--- config.mk ---
export PLATFORM = sky130hd
export DESIGN_NAME = fixed_add_acc_pipe_flat
export DESIGN_NICKNAME = d
export VERILOG_FILES = /design/src/rtl/fixed_add_acc_pipe_if.sv /design/src/rtl/fixed_add_acc_pipe.sv /design/src/flat_wrapper.sv
export SDC_FILE = /design/constraint.sdc
export NUM_CORES = 1
export LEC_CHECK = 0
export BUFFER_PORTS_ARGS = -buffer_cell sky130_fd_sc_hd__buf_2
export CORE_ASPECT_RATIO = 1.4
export CORE_MARGIN = 2
export CORE_UTILIZATION = 42
export DETAILED_ROUTE_END_ITERATION = 8
export PLACE_DENSITY = 0.59
export SETUP_SLACK_MARGIN = 0.1
export SLEW_MARGIN = 20
export SYNTH_ARGS = -nofsm -noshare
export SYNTH_HDL_FRONTEND = slang
export SYNTH_SLANG_ARGS = --single-unit
--- constraint.sdc ---
create_clock -name clk -period 2.7 [get_ports clk]
set_clock_uncertainty 0.05 [all_clocks]
set_input_delay 0.81 -clock clk [delete_from_list [all_inputs] [get_ports clk]]
set_output_delay 0.81 -clock clk [all_outputs]
set_load 0.1 [all_outputs]
--- src/rtl/fixed_add_acc_pipe_if.sv ---
// ---------------------------------------------------------------------------
// fixed_add_acc_pipe_if
// Purpose : valid/ready bundle between the MAC array (upstream), the
//           fixed_add_acc_pipe block and the activation stage (downstream).
// Signals : in_valid/in_ready/in_a/in_b/in_last/acc_mode  operand beat side
//           out_valid/out_ready/out_sum/out_count/out_ovf   result side
// Modports: master - traffic source/sink that talks to the block
//           slave  - the adder/accumulator block itself
// ---------------------------------------------------------------------------
interface fixed_add_acc_pipe_if #(
  parameter int IN_W  = 8,
  parameter int OUT_W = 17,
  parameter int CNT_W = 8
);
  logic             in_valid;
  logic             in_ready;
  logic [IN_W-1:0]  in_a;
  logic [IN_W-1:0]  in_b;
  logic             in_last;
  logic             acc_mode;
  logic             out_valid;
  logic             out_ready;
  logic [OUT_W-1:0] out_sum;
  logic [CNT_W-1:0] out_count;
  logic             out_ovf;

  modport master (
    output in_valid, in_a, in_b, in_last, acc_mode, out_ready,
    input  in_ready, out_valid, out_sum, out_count, out_ovf
  );

  modport slave (
    input  in_valid, in_a, in_b, in_last, acc_mode, out_ready,
    output in_ready, out_valid, out_sum, out_count, out_ovf
  );
endinterface

--- src/rtl/fixed_add_acc_pipe.sv ---
// ---------------------------------------------------------------------------
// fixed_add_acc_pipe
// Purpose : two-stage pipelined signed fixed-point adder/accumulator.
//           ADD mode emits a+b for every beat; ACC mode sums every a+b of a
//           packet (closed by in_last) and emits one result.
// Ports   : clk    - rising-edge clock
//           reset  - asynchronous, active-high
//           bus    - fixed_add_acc_pipe_if.slave (operand and result
//                    valid/ready channels, see the interface file)
// Config  : FIXED_ADD_SAT_EN - when defined the ACC result saturates, stays
//           clamped for the rest of the packet and raises out_ovf. When not
//           defined the accumulator wraps and out_ovf is always 0.
// ---------------------------------------------------------------------------
module fixed_add_acc_pipe #(
  parameter int IN_W  = 8,
  parameter int OUT_W = 17,
  parameter int CNT_W = 8
) (
  input  logic               clk,
  input  logic               reset,
  fixed_add_acc_pipe_if.slave bus
);

  logic                    rdy_q;
  logic                    stall;
  logic                    accept;

  // input-side packet tracking (mode is frozen for an open ACC packet)
  logic                    in_open;
  logic                    in_mode;
  logic                    eff_mode;

  // stage 1
  logic                    s1_valid;
  logic                    s1_last;
  logic                    s1_mode;
  logic signed [IN_W:0]    s1_p;

  // stage 2 / accumulator
  logic signed [OUT_W-1:0] acc;
  logic signed [OUT_W-1:0] p_ext;
  logic signed [OUT_W-1:0] acc_next;
  logic                    acc_ovf_next;
  logic [CNT_W-1:0]        cnt;
  logic [CNT_W-1:0]        cnt_next;

  // registered outputs
  logic                    ov_q;
  logic signed [OUT_W-1:0] osum_q;
  logic [CNT_W-1:0]        ocnt_q;
  logic                    oovf_q;

  assign stall        = ov_q && !bus.out_ready;
  // rdy_q keeps in_ready low throughout reset and rises on the first edge after
  assign bus.in_ready = rdy_q && !stall;
  assign accept       = bus.in_valid && bus.in_ready;
  assign eff_mode     = in_open ? in_mode : bus.acc_mode;

  assign p_ext    = OUT_W'(s1_p);
  assign cnt_next = (&cnt) ? cnt : cnt + CNT_W'(1);

`ifdef FIXED_ADD_SAT_EN
  localparam logic signed [OUT_W-1:0] ACC_MAX = {1'b0, {(OUT_W-1){1'b1}}};
  localparam logic signed [OUT_W-1:0] ACC_MIN = {1'b1, {(OUT_W-1){1'b0}}};

  logic                    sat_q;
  logic signed [OUT_W:0]   wide;

  assign wide = (OUT_W+1)'(acc) + (OUT_W+1)'(p_ext);

  // once clamped the accumulator ignores the rest of the packet
  always_comb begin
    acc_next     = wide[OUT_W-1:0];
    acc_ovf_next = 1'b0;
    if (sat_q) begin
      acc_next     = acc;
      acc_ovf_next = 1'b1;
    end else if (wide[OUT_W] != wide[OUT_W-1]) begin
      acc_next     = wide[OUT_W] ? ACC_MIN : ACC_MAX;
      acc_ovf_next = 1'b1;
    end
  end
`else
  assign acc_next     = acc + p_ext;
  assign acc_ovf_next = 1'b0;
`endif

  always_ff @(posedge clk or posedge reset) begin
    if (reset) begin
      rdy_q    <= 1'b0;
      in_open  <= 1'b0;
      in_mode  <= 1'b0;
      s1_valid <= 1'b0;
      s1_last  <= 1'b0;
      s1_mode  <= 1'b0;
      s1_p     <= '0;
      acc      <= '0;
      cnt      <= '0;
      ov_q     <= 1'b0;
      osum_q   <= '0;
      ocnt_q   <= '0;
      oovf_q   <= 1'b0;
`ifdef FIXED_ADD_SAT_EN
      sat_q    <= 1'b0;
`endif
    end else begin
      rdy_q <= 1'b1;
      if (!stall) begin
        s1_valid <= accept;
        if (accept) begin
          s1_p    <= (IN_W+1)'($signed(bus.in_a)) + (IN_W+1)'($signed(bus.in_b));
          s1_mode <= eff_mode;
          // ADD beats always close their own "packet"
          s1_last <= eff_mode ? bus.in_last : 1'b1;
          in_mode <= eff_mode;
          if (eff_mode) begin
            in_open <= !bus.in_last;
          end
        end

        ov_q <= 1'b0;
        if (s1_valid) begin
          if (!s1_mode) begin
            ov_q   <= 1'b1;
            osum_q <= p_ext;
            ocnt_q <= CNT_W'(1);
            oovf_q <= 1'b0;
          end else if (s1_last) begin
            // result leaves and the accumulator clears in the same cycle
            ov_q   <= 1'b1;
            osum_q <= acc_next;
            ocnt_q <= cnt_next;
            oovf_q <= acc_ovf_next;
            acc    <= '0;
            cnt    <= '0;
`ifdef FIXED_ADD_SAT_EN
            sat_q  <= 1'b0;
`endif
          end else begin
            acc <= acc_next;
            cnt <= cnt_next;
`ifdef FIXED_ADD_SAT_EN
            sat_q <= acc_ovf_next;
`endif
          end
        end
      end
    end
  end

  assign bus.out_valid = ov_q;
  assign bus.out_sum   = osum_q;
  assign bus.out_count = ocnt_q;
  assign bus.out_ovf   = oovf_q;

endmodule
--- src/flat_wrapper.sv ---
// flat-port wrapper written by rule: the top's interface ports become plain ports
module fixed_add_acc_pipe_flat 
#(
  parameter int IN_W  = 8,
  parameter int OUT_W = 17,
  parameter int CNT_W = 8
)
  (clk, reset, bus_in_valid, bus_in_a, bus_in_b, bus_in_last, bus_acc_mode, bus_out_ready, bus_in_ready, bus_out_valid, bus_out_sum, bus_out_count, bus_out_ovf);
  fixed_add_acc_pipe_if #(.IN_W(IN_W), .OUT_W(OUT_W), .CNT_W(CNT_W)) bus_i ();
  input  logic clk;
  input  logic reset;
  input wire logic [$bits(bus_i.in_valid)-1:0] bus_in_valid;
  input wire logic [$bits(bus_i.in_a)-1:0] bus_in_a;
  input wire logic [$bits(bus_i.in_b)-1:0] bus_in_b;
  input wire logic [$bits(bus_i.in_last)-1:0] bus_in_last;
  input wire logic [$bits(bus_i.acc_mode)-1:0] bus_acc_mode;
  input wire logic [$bits(bus_i.out_ready)-1:0] bus_out_ready;
  output wire logic [$bits(bus_i.in_ready)-1:0] bus_in_ready;
  output wire logic [$bits(bus_i.out_valid)-1:0] bus_out_valid;
  output wire logic [$bits(bus_i.out_sum)-1:0] bus_out_sum;
  output wire logic [$bits(bus_i.out_count)-1:0] bus_out_count;
  output wire logic [$bits(bus_i.out_ovf)-1:0] bus_out_ovf;
  assign bus_i.in_valid = bus_in_valid;
  assign bus_i.in_a = bus_in_a;
  assign bus_i.in_b = bus_in_b;
  assign bus_i.in_last = bus_in_last;
  assign bus_i.acc_mode = bus_acc_mode;
  assign bus_i.out_ready = bus_out_ready;
  assign bus_in_ready = bus_i.in_ready;
  assign bus_out_valid = bus_i.out_valid;
  assign bus_out_sum = bus_i.out_sum;
  assign bus_out_count = bus_i.out_count;
  assign bus_out_ovf = bus_i.out_ovf;
  fixed_add_acc_pipe #(.IN_W(IN_W), .OUT_W(OUT_W), .CNT_W(CNT_W)) u_core (.clk(clk), .reset(reset), .bus(bus_i));
endmodule
==> results of run 1 <==
## per-stage QoR
step                power [W]  area [um2]  setup WS [ns]  util, %  instances
finish                0.00525        4400          0.283     51.4        542
global route          0.00559        4400          0.146     51.4        542
CTS                   0.00531        4390          0.318     51.3        542
detailed placement    0.00424        4130         0.0902     48.2        526
global placement      0.00420        4130          0.112     48.2        526
floorplan             0.00369        3710          0.172        -        377
## worst max-delay path, delay by kind of cell, from the launching register on
| family | cells | cell delay (ns) |
|---|---|---|
| xor+xnor | 1 | 0.17 |
| fa+ha+maj | 1 | 0.41 |
| flops | 1 | 0.62 |
| compound gates | 5 | 1.04 |
## kinds of logic (layout without fill, tap and decap cells)
logic type	Yosys count	after routing	share of synthesized area (%)
compound gates	129	129	23.3
flops	65	65	43.9
xor+xnor	26	26	6.15
buf+inv	26	86	2.87
mux	12	12	3.38
fa+ha+maj	27	27	9.52
simple gates	90	90	10.7
other cells	2	2	0.203
## metal layers
| layer | global-route usage [%] | part of all wire (%) | vias up | routed length, um |
|---|---|---|---|---|
| met5 | 0 | 0 | - | 0 |
| met4 | 9.40 | 2.5 | 0 | 205 |
| met3 | 3.59 | 3.7 | 14 | 301 |
| met2 | 31.9 | 50 | 54 | 4140 |
| met1 | 22.7 | 43 | 1430 | 3570 |
| li1 | - | - | 1487 | - |
## flip-flops by register name, summed over array words and instances, names as in the netlist
register,cells
u_core.bus.out_valid,1
u_core.in_open,1
u_core.s1_mode,1
u_core.rdy_q,1
u_core.bus.out_sum,17
u_core.s1_last,1
u_core.s1_p,9
u_core.acc,17
u_core.bus.out_count,8
u_core.s1_valid,1
u_core.cnt,8
## power by group through the flow
stage          Sequential [W]  Clock [W]  Combinational [W]
6_report              0.00152    0.00104            0.00270
5_1_grt               0.00156    0.00112            0.00292
4_1_cts               0.00152    0.00107            0.00272
3_5_place_dp          0.00153          0            0.00271
3_3_place_gp          0.00152          0            0.00267
2_1_floorplan         0.00239          0            0.00130
## layout by cell type (no fill, tap or decap), types with 2 or more instances in the layout
master / n
buf_12: 2
clkbuf_16: 9
dfrtp_1: 65
a21oi_1: 29
a21o_1: 2
o211ai_1: 4
o21ai_0: 40
fa_1: 2
clkinvlp_4: 2
nor2_1: 20
nand2b_1: 3
ha_1: 25
conb_1: 2
nand2_2: 2
o21bai_1: 6
xnor2_1: 12
buf_4: 11
nor2b_1: 2
a221o_1: 9
o21ai_1: 2
clkinv_2: 4
a22o_1: 20
o41ai_2: 3
nand3_1: 9
buf_2: 47
inv_1: 9
o31ai_1: 2
nand4_1: 5
mux2i_1: 8
mux2_2: 4
a31oi_1: 6
nand2_1: 44
xor2_1: 14
## final cells by class
type / instances / area (um2)
multi-input combinational: 286 / 1980
clock inverter: 6 / 35.0
sequential: 65 / 1630
fill: 809 / 4160
clock buffer: 10 / 229
inverter: 10 / 37.5
tap: 105 / 131
timing repair buffer: 60 / 358
## worst min-delay path by stage
stage | slack (ns) | depth (start not counted) | to | from
6_report | 0.42 | 2 | u_core.bus.out_count[2] | u_core.bus.out_count[2]
5_1_grt | 0.47 | 2 | u_core.bus.out_sum[7] | u_core.bus.out_sum[7]
4_1_cts | 0.43 | 2 | u_core.bus.out_count[2] | u_core.bus.out_count[2]
3_5_place_dp | 0.41 | 2 | u_core.bus.out_count[2] | u_core.bus.out_count[2]
3_3_place_gp | 0.40 | 2 | u_core.bus.out_count[2] | u_core.bus.out_count[2]
2_1_floorplan | 0.41 | 2 | u_core.acc[2] | u_core.acc[2]
==> impl_metrics.yaml, run 1 <==
setup_path:
  critPathLaunchType: "flip-flop"
  critPathArrivalTime_ns: 2.59
  r2r_cells: 7
  r2r_end: "u_core.bus.out_sum[16]"
  crit_top_cell: "a21oi_1"
  r2r_start: "u_core.s1_p[8]"
  critical_path_class: "reg2reg"
  critPathMaxFanout: 11
  cp.required_ns: 2.87
  crit_chain: "ha_1 -> a21oi_1 -> o21ai_0 -> a21oi_1 -> o41ai_2 -> xnor2_1 -> a221o_1"
  crit_end: "u_core.bus.out_sum[16]"
  critPathMaxStageDelay_ns: 0.62
  cp-end-kind: "flip-flop"
  r2r_setup_slack_ns: 0.28
  crit_start: "u_core.s1_p[8]"
  slowest_stage: "dfrtp_1"
clock_network:
  post_cts_resized: 0
  clock_latency_ns: 0.33
  cts-hold-fix-buffers: 0
  cts.clk_slew.worst_paths_ns: 0.06
  htreeDepth: 3
  postCtsSetupBuffers: 0
  max-clock-path-buffers: 2
  cts_tree: "done"
  clock_sinks: 65
  cts_inserted_buffers: 9
  cts-root-buf: "clkbuf_16"
yosys:
  synthArstFlopShare_pct: 100
  yosys_warnings: 0
  syn_avg_cell_area_um2: 9.83
  yosysUniqueCellTypes: 41
  mappedNetlistArea_um2: 3700
  yosysMostFrequentCell: "dfrtp_1"
  ys_top_cells_by_area: "dfrtp_1 44%, ha_1 8.4%, o21ai_0 5.4%"
  synth_enable_flop_cells: 0
  synth_ff_type: "dfrtp_1"
  ys_seq_area_share_pct: 43.9
  synth_seq_cells: 65
  synth_top_area_share_pct: 43.9
  synth_largest_area_cell: "dfrtp_1"
  syn_inst: 377
  synth_nets: 426
  synthTopCellsByCount: "65 x dfrtp_1, 44 x nand2_1, 40 x o21ai_0, 29 x a21oi_1, 25 x ha_1"
sta:
  rsz0062_at_grt: "no"
  setup_viol: 0
  whs_ns: 0.419
  tightest_slew_ns: 0.608
  finalMaxSlewViolations: 0
  fin_tns_setup_ns: 0
  fmax_ghz: 0.414
  hold_viol: 0
  fin_crit_ns: 2.42
  relSlewSlack_pct: 59.3
  min_period_over_period_pct: 89.5
placement:
  place.port_buffers: 48
  dp_hpwl_mm: 6.14
  gp_congestion: 0.864
die:
  die_area_um2: 9600
  ios: 50
  core_area_um2: 8560
  fp.dieH_um: 115
  rows: 40
  dieWidth_um: 83.4
  start_util_pct: 43.3
drt:
  firstDrtPassIters: 4
  drt-initial-drc-count: 152
  vias: 2985
  final_antenna_net_count: 0
  route.detailed.drc: 0
  wirelength_mm: 8.22
  avgRoutedWirePerCell_um: 15.2
  avgViaCountPerCell: 5.51
grt:
  antenna_found_initial: 0
  grt_use_total_pct: 18.7
  grt_overflow_total: 0
  grt_pass1_wl_mm: 14.2
  grt_pass1_vias: 3021
  grt_max_degree: 29
finish:
  final_nets: 481
  syn2layout_area_growth_pct: 18.6
  diodes: 0
  drive_above_1_share_pct: 20.4
power:
  power.leakage_nw: 2.14
  pwr-share-clk_pct: 19.8
  peakVddDrop_uv: 936
  p_int_w: 0.00266
  p_sw_w: 0.00260
  pwr-share-comb_pct: 51.4
  powerDensity_nw_per_um2: 1200
  switching_share_pct: 49.4
  pwr-share-seq_pct: 28.8
hold_path:
  hp-class: "reg2reg"
run_status:
  status: "finished clean"
flow_run:
  drv_cap: 0
Power figures use the tool's default switching activity.
==> inputs of run 2 (changes only) <==
BUFFER_PORTS_ARGS = default   (was -buffer_cell sky130_fd_sc_hd__buf_2)
DONT_BUFFER_PORTS = 1   (was default)
PLACE_DENSITY = 0.54   (was 0.59)
==> run 2 against run 1 <==
Core utilization down 1.3 points. Largest cell class unchanged. Fmax up 1.9%. Power up 1.3%. Highest routed layer unchanged. Clock power up 11%. Count of clock-buffer cells in the layout unchanged. Design area down 2.5%.
==> impl_metrics.yaml, run 2 (same netlist as run 1, synthesis figures left out) <==
finish:
  fillCellCount: 804
  layout_commonest_cell: "dfrtp_1"
  syn2layout_area_growth_pct: 15.7
  final_cell_mix: "65 x dfrtp_1, 44 x nand2_1, 40 x o21ai_0, 29 x a21oi_1, 27 x buf_4"
  drive_above_1_share_pct: 13.9
  final_nets: 449
  diodes: 0
sta:
  fmax_ghz: 0.421
  finalMaxSlewViolations: 0
  rsz0062_at_grt: "no"
  fin_tns_setup_ns: 0
  min_period_over_period_pct: 87.9
  hold_viol: 0
  fin_crit_ns: 2.37
  setup_viol: 0
  tightest_slew_ns: 1.05
  whs_ns: 0.334
  relSlewSlack_pct: 29.9
setup_path:
  critPathLaunchType: "flip-flop"
  r2r_cells: 5
  r2r_setup_slack_ns: 0.33
  r2r_end: "u_core.bus.out_sum[14]"
  critical_path_class: "reg2reg"
  critPathArrivalTime_ns: 2.54
  r2r_start: "u_core.s1_p[8]"
  cp.required_ns: 2.87
  cp-end-kind: "flip-flop"
  critPathMaxFanout: 11
  crit_end: "u_core.bus.out_sum[14]"
  crit_start: "u_core.s1_p[8]"
flow_run:
  drv_cap: 0
clock_network:
  cts.clk_slew.worst_paths_ns: 0.05
  clock_latency_ns: 0.34
  cts_tree: "done"
  cts_inserted_buffers: 9
  cts-root-buf: "clkbuf_16"
  clock_sinks: 65
  max-clock-path-buffers: 2
  htreeDepth: 3
  cts-hold-fix-buffers: 0
  postCtsSetupBuffers: 0
  post_cts_resized: 0
grt:
  grt_pass1_wl_mm: 13.5
  grt_overflow_total: 0
  grt.met2_usage_pct: 31.5
  grt-busiest-layer: "met2"
  grt_use_total_pct: 18.0
  use_met3_pct: 4.09
  groute.layer.met1.usage_pct: 21.0
  grt_max_degree: 44
  antenna_found_initial: 0
  grt_pass1_vias: 2782
die:
  start_util_pct: 43.3
  rows: 40
  fp.dieH_um: 115
  die_area_um2: 9600
  core_area_um2: 8560
  ios: 50
  dieWidth_um: 83.4
drt:
  final_antenna_net_count: 0
  vias: 2830
  drt-initial-drc-count: 139
  firstDrtPassIters: 5
  avgRoutedWirePerCell_um: 15.7
  avgViaCountPerCell: 5.56
  route.detailed.drc: 0
  wirelength_mm: 8.01
placement:
  dp_hpwl_mm: 5.84
  place.port_buffers: 0
  gp_congestion: 0.862
run_status:
  status: "finished clean"
power:
  power.leakage_nw: 2.02
  peakVddDrop_uv: 735
  powerDensity_nw_per_um2: 1240
hold_path:
  hp-class: "in2async"
==> run 2: cell type report <==
class | instances | area [um2] | share of cell area (%)
Clock buffer | 10 | 239 | 5.58
Multi-Input combinational cell | 286 | 1970 | 46.0
Tap cell | 105 | 131 | 3.06
Sequential cell | 65 | 1630 | 37.9
Timing Repair Buffer | 28 | 223 | 5.20
Inverter | 10 | 37.5 | 0.876
Clock inverter | 5 | 56.3 | 1.31
==> run 2: worst max-delay path, stage by stage (launching register included) <==
cell and delay [ns]:
dfrtp_1 0.54, ha_1 0.46, nand2_1 0.19, o41ai_1 0.51, xor2_1 0.16, a221o_1 0.34
==> run 2: metal layers <==
| layer | vias up | wire (um) |
|---|---|---|
| li1 | 1421 | - |
| met1 | 1345 | 3430 |
| met5 | - | 0 |
| met3 | 13 | 324 |
| met2 | 51 | 4090 |
| met4 | 0 | 173 |
==> run 2: how the worst min path moves through the flow <==
| stage | cells after the start | slack [ns] | end | startpoint |
|---|---|---|---|---|
| floorplan | 2 | 0.41 | u_core.acc[2] | u_core.acc[2] |
| global placement | 2 | 0.43 | u_core.acc[2] | u_core.acc[2] |
| finish | 1 | 0.33 | u_core.rdy_q | reset |
| CTS | 1 | 0.34 | u_core.rdy_q | reset |
| global route | 1 | 0.38 | u_core.in_open | reset |
| detailed placement | 2 | 0.43 | u_core.s1_last | u_core.s1_last |
==> run 2: through the flow <==
step	power (W)	setup slack (ns)	cells	utilization (%)	area, um2
2_1_floorplan	0.00369	0.172	377	-	3710
3_3_place_gp	0.00417	0.167	494	46.6	3990
3_5_place_dp	0.00420	0.112	494	46.6	3990
4_1_cts	0.00538	0.322	509	50.1	4290
5_1_grt	0.00567	0.146	509	50.1	4290
6_report	0.00532	0.327	509	50.1	4290
==> run 2: power breakdown <==
| group | switching, W | leakage [nW] | internal [W] | total, W |
|---|---|---|---|---|
| Clock | 0.000422 | 0.144 | 0.000731 | 0.00115 |
| Combinational | 0.00153 | 1.04 | 0.000769 | 0.00230 |
| Sequential | 0.000608 | 0.839 | 0.00126 | 0.00187 |
==> inputs of run 3 (changes only) <==
MAX_ROUTING_LAYER = met4   (was default)
==> run 3 against run 2 <==
Count of clock-buffer cells in the layout unchanged. Final cell count is the same. Die area stayed put. Combinational power is essentially flat. Worst setup slack about the same. Critical path depth unchanged. Sequential share of layout area did not move. Fmax hardly changed. Highest routed layer unchanged.
==> impl_metrics.yaml, run 3 (same netlist as run 1, synthesis figures left out) <==
run_status:
  status: "finished clean"
clock_network:
  postCtsSetupBuffers: 0
  clock_latency_ns: 0.34
  cts.clk_slew.worst_paths_ns: 0.05
  cts-hold-fix-buffers: 0
  cts_inserted_buffers: 9
  htreeDepth: 3
  clock_sinks: 65
  max-clock-path-buffers: 2
  cts-root-buf: "clkbuf_16"
  cts_tree: "done"
  post_cts_resized: 0
die:
  dieWidth_um: 83.4
  die_area_um2: 9600
  ios: 50
  core_area_um2: 8560
  start_util_pct: 43.3
  fp.dieH_um: 115
  rows: 40
power:
  switching_share_pct: 48.2
  powerDensity_nw_per_um2: 1240
  pwr-share-comb_pct: 43.2
  p_int_w: 0.00276
  power.leakage_nw: 2.02
  pwr-share-clk_pct: 21.7
  peakVddDrop_uv: 735
  p_sw_w: 0.00257
  power_w: 0.00532
  pwr-share-seq_pct: 35.1
sta:
  finalMaxSlewViolations: 0
  rsz0062_at_grt: "no"
  fmax_ghz: 0.421
  fin_crit_ns: 2.37
  tightest_slew_ns: 1.05
  hold_viol: 0
  setup_viol: 0
  min_period_over_period_pct: 87.9
  relSlewSlack_pct: 29.9
  fin_tns_setup_ns: 0
  whs_ns: 0.333
grt:
  antenna_found_initial: 0
  grt_overflow_total: 0
  grt_use_total_pct: 18.6
  grt_max_degree: 44
  grt_pass1_vias: 2779
  grt_pass1_wl_mm: 13.5
hold_path:
  hp-class: "in2async"
placement:
  gp_congestion: 0.876
  placement.cell_area_um2: 3990
  dp_hpwl_mm: 5.84
  place.port_buffers: 0
  placed_cells: 494
setup_path:
  cp.required_ns: 2.87
  critPathLaunchType: "flip-flop"
  r2r_setup_slack_ns: 0.33
  cp-end-kind: "flip-flop"
  r2r_cells: 5
  critPathMaxFanout: 11
  critPathArrivalTime_ns: 2.54
  critical_path_class: "reg2reg"
finish:
  drive_above_1_share_pct: 13.9
  final_cell_mix: "65 x dfrtp_1, 44 x nand2_1, 40 x o21ai_0, 29 x a21oi_1, 27 x buf_4"
  final_cell_area_um2: 4290
  layout_commonest_cell: "dfrtp_1"
  syn2layout_area_growth_pct: 15.7
  final_nets: 449
  fin_cells: 509
  diodes: 0
drt:
  avgViaCountPerCell: 5.56
  avgRoutedWirePerCell_um: 15.8
  drt-initial-drc-count: 133
  final_antenna_net_count: 0
  route.detailed.drc: 0
  vias: 2828
  wirelength_mm: 8.02
  firstDrtPassIters: 5
flow_run:
  drv_cap: 0
## run 3: power groups by stage
stage	Sequential [W]	Clock, W	Combinational (W)
6_report	0.00187	0.00116	0.00230
4_1_cts	0.00187	0.00119	0.00233
2_1_floorplan	0.00239	0	0.00130
3_5_place_dp	0.00188	0	0.00232
5_1_grt	0.00190	0.00124	0.00253
3_3_place_gp	0.00188	0	0.00229
## run 3: routing by layer
layer	up-vias	global-route usage (%)	share of wire [%]
met3	12	4.02	3.7
met4	0	8.20	2.1
li1	1421	-	-
met2	47	31.5	51
met5	-	-	0
met1	1348	21.2	43
## run 3: final timing paths
check / startpoint / end
hold reg to reg: u_core.s1_last / u_core.s1_last
max in group asynchronous: reset / u_core.acc[11]
min in group clk: u_core.s1_last / u_core.s1_last
setup / recovery: u_core.s1_p[8] / u_core.bus.out_sum[14]
hold / removal: reset / u_core.rdy_q
setup reg to reg: u_core.s1_p[8] / u_core.bus.out_sum[14]
## run 3: through the flow
stage	worst slack [ns]	util [%]
after floorplan	0.172	-
after global placement	0.167	46.6
after detailed placement	0.112	46.6
after CTS	0.322	50.1
after global routing	0.146	50.1
final	0.327	50.1
## run 3: layout make-up
type	count	area, um2
fill	804	4270
multi-input combinational	286	1970
sequential	65	1630
clock buffer	10	239
timing repair buffer	28	223
tap	105	131
clock inverter	5	56.3
inverter	10	37.5
## run 3: critical path, cell delays in order, from the launching register on
cell	delay, ns
dfrtp_1	0.54
ha_1	0.46
nand2_1	0.19
o41ai_1	0.51
xor2_1	0.16
a221o_1	0.34
